File: config.mk
export PLATFORM = sky130hd
export DESIGN_NAME = multicycle_control_unit
export DESIGN_NICKNAME = d
export VERILOG_FILES = /design/src/rtl/multicycle_control_unit.sv
export SDC_FILE = /design/constraint.sdc
export NUM_CORES = 1
export LEC_CHECK = 0
export ABC_CLOCK_PERIOD_IN_PS = 1840
export CAP_MARGIN = 25
export CORE_ASPECT_RATIO = 0.8
export CORE_MARGIN = 5
export CORE_UTILIZATION = 45
export CTS_CLUSTER_SIZE = 16
export DETAILED_ROUTE_END_ITERATION = 16
export PLACE_DENSITY_LB_ADDON = 0.15
export SLEW_MARGIN = 20
export SYNTH_ARGS = -nofsm -noshare
export SYNTH_HDL_FRONTEND = slang
export SYNTH_SLANG_ARGS = --single-unit
File: constraint.sdc
create_clock -name clock -period 1.84 [get_ports clock]
set_input_delay 0.276 -clock clock [delete_from_list [all_inputs] [get_ports clock]]
set_output_delay 0.276 -clock clock [all_outputs]
set_load 0.01 [all_outputs]
File: src/rtl/multicycle_control_unit.sv
// Multicycle control FSM for the 16-bit datapath: sequences fetch/decode/execute/memory/writeback
// and drives ALUcomp's Op plus every datapath select and write enable.
module multicycle_control_unit #(
    parameter int unsigned CNT_W = 16
) (
    input  logic             clock,
    input  logic             reset,
    input  logic [3:0]       opcode,
    input  logic             zero,
    input  logic             mem_ready,
    output logic [3:0]       alu_op,
    output logic             alu_src_a,
    output logic [1:0]       alu_src_b,
    output logic [1:0]       pc_source,
    output logic             pc_write,
    output logic             ir_write,
    output logic             iord,
    output logic             mem_read,
    output logic             mem_write,
    output logic             reg_write,
    output logic             reg_dst,
    output logic [1:0]       mem_to_reg,
    output logic             instr_done,
    output logic [3:0]       state,
    output logic [CNT_W-1:0] retired_count
);

    typedef enum logic [3:0] {
        StFetch   = 4'd0,
        StDecode  = 4'd1,
        StExec    = 4'd2,
        StAluWb   = 4'd3,
        StMemAddr = 4'd4,
        StMemRd   = 4'd5,
        StMemWb   = 4'd6,
        StMemWr   = 4'd7,
        StBranch  = 4'd8,
        StJump    = 4'd9,
        StJal     = 4'd10,
        StJr      = 4'd11
    } state_e;

    localparam logic [3:0] OpAddi = 4'h1;
    localparam logic [3:0] OpBeq  = 4'h3;
    localparam logic [3:0] OpBne  = 4'h4;
    localparam logic [3:0] OpJ    = 4'h5;
    localparam logic [3:0] OpJal  = 4'h6;
    localparam logic [3:0] OpJr   = 4'h7;
    localparam logic [3:0] OpLw   = 4'h8;
    localparam logic [3:0] OpSw   = 4'hF;
    localparam logic [3:0] AluSub = 4'hE;

    state_e           state_q, state_d;
    logic [CNT_W-1:0] retired_q;

    always_ff @(posedge clock) begin
        if (reset) begin
            state_q   <= StFetch;
            retired_q <= '0;
        end else begin
            state_q <= state_d;
            if (instr_done) begin
                retired_q <= retired_q + CNT_W'(1);
            end
        end
    end

    always_comb begin
        state_d = state_q;
        case (state_q)
            StFetch: begin
                if (mem_ready) begin
                    state_d = StDecode;
                end
            end
            StDecode: begin
                case (opcode)
                    OpLw, OpSw:   state_d = StMemAddr;
                    OpBeq, OpBne: state_d = StBranch;
                    OpJ:          state_d = StJump;
                    OpJal:        state_d = StJal;
                    OpJr:         state_d = StJr;
                    default:      state_d = StExec;
                endcase
            end
            StExec:    state_d = StAluWb;
            StMemAddr: state_d = (opcode == OpLw) ? StMemRd : StMemWr;
            StMemRd: begin
                if (mem_ready) begin
                    state_d = StMemWb;
                end
            end
            StMemWr: begin
                if (mem_ready) begin
                    state_d = StFetch;
                end
            end
            StAluWb, StMemWb, StBranch, StJump, StJal, StJr: state_d = StFetch;
            default: state_d = StFetch;
        endcase
    end

    always_comb begin
        alu_op     = 4'b0000;
        alu_src_a  = 1'b0;
        alu_src_b  = 2'b00;
        pc_source  = 2'b00;
        pc_write   = 1'b0;
        ir_write   = 1'b0;
        iord       = 1'b0;
        mem_read   = 1'b0;
        mem_write  = 1'b0;
        reg_write  = 1'b0;
        reg_dst    = 1'b0;
        mem_to_reg = 2'b00;
        instr_done = 1'b0;

        case (state_q)
            StFetch: begin
                mem_read  = 1'b1;
                alu_src_b = 2'b01;
                ir_write  = mem_ready;
                pc_write  = mem_ready;
            end
            StDecode: begin
                // Speculatively form the branch target into ALUOut.
                alu_src_b = 2'b11;
            end
            StExec: begin
                alu_src_a = 1'b1;
                alu_op    = opcode;
                alu_src_b = (opcode == OpAddi) ? 2'b10 : 2'b00;
            end
            StAluWb: begin
                reg_write  = 1'b1;
                instr_done = 1'b1;
            end
            StMemAddr: begin
                alu_src_a = 1'b1;
                alu_src_b = 2'b10;
            end
            StMemRd: begin
                mem_read = 1'b1;
                iord     = 1'b1;
            end
            StMemWb: begin
                reg_write  = 1'b1;
                mem_to_reg = 2'b01;
                instr_done = 1'b1;
            end
            StMemWr: begin
                mem_write  = 1'b1;
                iord       = 1'b1;
                instr_done = mem_ready;
            end
            StBranch: begin
                alu_src_a  = 1'b1;
                alu_op     = AluSub;
                pc_source  = 2'b01;
                instr_done = 1'b1;
                pc_write   = ((opcode == OpBeq) & zero) | ((opcode == OpBne) & ~zero);
            end
            StJump: begin
                pc_write   = 1'b1;
                pc_source  = 2'b10;
                instr_done = 1'b1;
            end
            StJal: begin
                pc_write   = 1'b1;
                pc_source  = 2'b10;
                reg_write  = 1'b1;
                reg_dst    = 1'b1;
                mem_to_reg = 2'b10;
                instr_done = 1'b1;
            end
            StJr: begin
                pc_write   = 1'b1;
                pc_source  = 2'b11;
                instr_done = 1'b1;
            end
            default: ;
        endcase

        // Reset abandons any in-flight instruction: no side effects, no retirement.
        if (reset) begin
            pc_write   = 1'b0;
            ir_write   = 1'b0;
            mem_read   = 1'b0;
            mem_write  = 1'b0;
            reg_write  = 1'b0;
            instr_done = 1'b0;
        end
    end

    assign state         = state_q;
    assign retired_count = retired_q;

endmodule

==> run metrics <==
routed length per instance=16.3 microns; I/O pin total=47; Internal=0.00126 W; final hold viol count=0; Remaining Overflow, GRT=0; endpoint class of the critical path=output port; Sw Ratio=37.1%; Yosys reg bits=20; number of global-route vias before repair=1607; PortBufs=46; commonest cells after routing, fill and taps aside=buf_4 (36), clkdlybuf4s50_1 (21), nor2_1 (19); site row count=17; leak pwr=0.907 nW; Yosys Warn Count=0; status=complete, but fails checks; Layout area overhead=66.0%; H-tree Lvls=1; CTS buffer count=3; overall power=0.00201 W; DR pass1 iterations=4; # setup viols final=1; Clk pwr share=22.1%; sequential fraction of the synthesis area=29.5%; CP peak stage delay=540 ps; fin util=79.7%; Tightest Pin Transition=310 ps; Flop pwr share=26.0%; Yosys cell types=40; Pwr per Cell Area=890 mW/mm^2; TNS Setup=-23.6 ps; First DRT Iteration DRCs=178; Post-Syn Instances=185; Initial Util=48.0%; antenna-violating nets left=0; Die Y=59.2 microns; Pins Over Slew Limit=0; dpl hpwl=3290 microns; Logic pwr share=51.8%; RSZ-0062 raised after global routing=yes; routed wire length=4840 microns; crit-path max FO=2; hold crit path type=in -> reg; FFs w/ async S/R, synth=0%; ordered list of cells on the worst path=buf_6, or4b_4, a21oi_4, nor3_2, a2111oi_2, buf_2; sw power=0.000745 W; Final min period=1860 ps; hold slack=481 ps; post-route setup slack=-23.6 ps; Worst path slowest cell=or4b_4; Max Root-Sink Buffers=2; Post-Syn Nets=194; DIE AREA=0.00423 sq mm; Residual DRC=0; share of layout cells above drive strength 1=34.9%; root cell of the clock tree=clkbuf_8; EDFF count, synth=0; Fmax=0.537 GHz; CTS sink cnt=20; Final Skew=6.81 ps; CTS tree=built; period utilization=101%; Core ar.=0.00283 sq mm; FF-to-FF setup slack=10 ps; Main synth FF type=dfxtp_1; initial antenna violation count=0; Via density=5.74; clock latency on the worst-skew pair=260 ps; peak supply drop=594 uV; Die W=71.4 microns; All-Layer GR Usage=21.9%; Reg clk slew, reported paths=70 ps; largest net degree at the start of global routing=13; DR vias=1699; violated checks=setup timing; crit path DAT=1590 ps; CP Launch Type=input pin; Post-Syn Area=0.00136 sq mm; syn_area_per_cell=7.34 sq um; # diodes=0; Final nets=268; Final Wtd Congestion=0.808; required time worst endpoint=1560 ps; Worst slew margin=79.2%; maxcap violations=0; commonest non-fill, non-tap cell in the layout=buf_4; WS Path Type=in -> out; Place WS=-773 ps; first-pass GRT wire length=7500 microns
[Yosys cell counts, drive strengths merged (4+ instances only)]
master  count  area (sq um)
nor2       21          78.8
nor2b       4          32.5
nor3        9          45.0
nand2      17          63.8
buf         9          61.3
clkbuf      8          30.0
nand4b      4          35.0
o21ai      10          61.3
inv         4          15.0
xor2        9          78.8
nand3       8          45.0
or3         7          43.8
a21oi      21           105
dfxtp      20           400
[kinds of logic (layout without fill, tap and decap cells)]
| logic type | after synthesis | count (layout) | synth area share (%) |
|---|---|---|---|
| xor gates and xnor gates | 10 | 10 | 6.45 |
| AOI/OAI and AO/OA | 44 | 44 | 20.0 |
| DFF | 20 | 20 | 29.5 |
| adders and majority gates | 1 | 1 | 0.921 |
| buffers and inverters | 21 | 94 | 7.83 |
| and+or+nand+nor | 89 | 89 | 35.4 |
[layout make-up]
| class | count | area, sq um |
|---|---|---|
| fill | 198 | 573 |
| timing repair buffer | 86 | 717 |
| clock buffer | 3 | 41.3 |
| clock inverter | 1 | 30.0 |
| inverter | 4 | 15.0 |
| sequential | 20 | 410 |
| multi-input combinational | 144 | 995 |
| tap | 38 | 47.5 |
[stage by stage]
step	std cells	area, sq um
floorplan	185	1370
global placement	291	2080
detailed placement	291	2080
CTS	295	2160
global route	296	2260
finish	296	2260
[sequential cells by signal, indices dropped and copies added (netlist names)]
signal,flops
state,4
retired_count,16
[worst paths after layout]
check	from	endpoint	cells past startpoint
setup reg to reg	state[0]$_SDFFE_PP0P_	retired_count[6]$_SDFFE_PP0P_	8
setup / recovery	opcode[0]	pc_write	6
hold reg to reg	retired_count[1]$_SDFFE_PP0P_	retired_count[1]$_SDFFE_PP0P_	2
hold / removal	opcode[0]	state[3]$_SDFFE_PP0P_	4
[per-layer routing]
| metal | track usage (%) | vias up | part of all wire [%] | routed length, microns |
|---|---|---|---|---|
| li1 | - | 805 | - | - |
| met5 | 0 | - | 0 | 0 |
| met3 | 5.76 | 6 | 5.5 | 268 |
| met2 | 37.0 | 66 | 48 | 2330 |
| met1 | 28.5 | 822 | 45 | 2190 |
| met4 | 3.75 | 0 | 1.1 | 51 |
[power groups by stage]
stage | Clock [W] | Sequential, W | Combinational (W)
2_1_floorplan | 0 | 0.000515 | 0.000505
4_1_cts | 0.000444 | 0.000513 | 0.00100
3_3_place_gp | 0 | 0.000515 | 0.00101
6_report | 0.000445 | 0.000523 | 0.00104
5_1_grt | 0.000464 | 0.000528 | 0.00113
3_5_place_dp | 0 | 0.000514 | 0.00102
[what timing repair did]
action,4_1_cts,5_1_grt
hold buffers,0,0
resized for setup,47,43
pin swaps,3,12
setup buffers,0,1
setup endpoints to repair,21,14
endpoints found under the hold margin,0,0
[worst max-delay path: cells and delay by family]
family | cells | cell delay, ps
simple gates | 2 | 600
compound gates | 2 | 440
buf+inv | 2 | 270
Note: power is estimated with default switching activity, not from simulation.
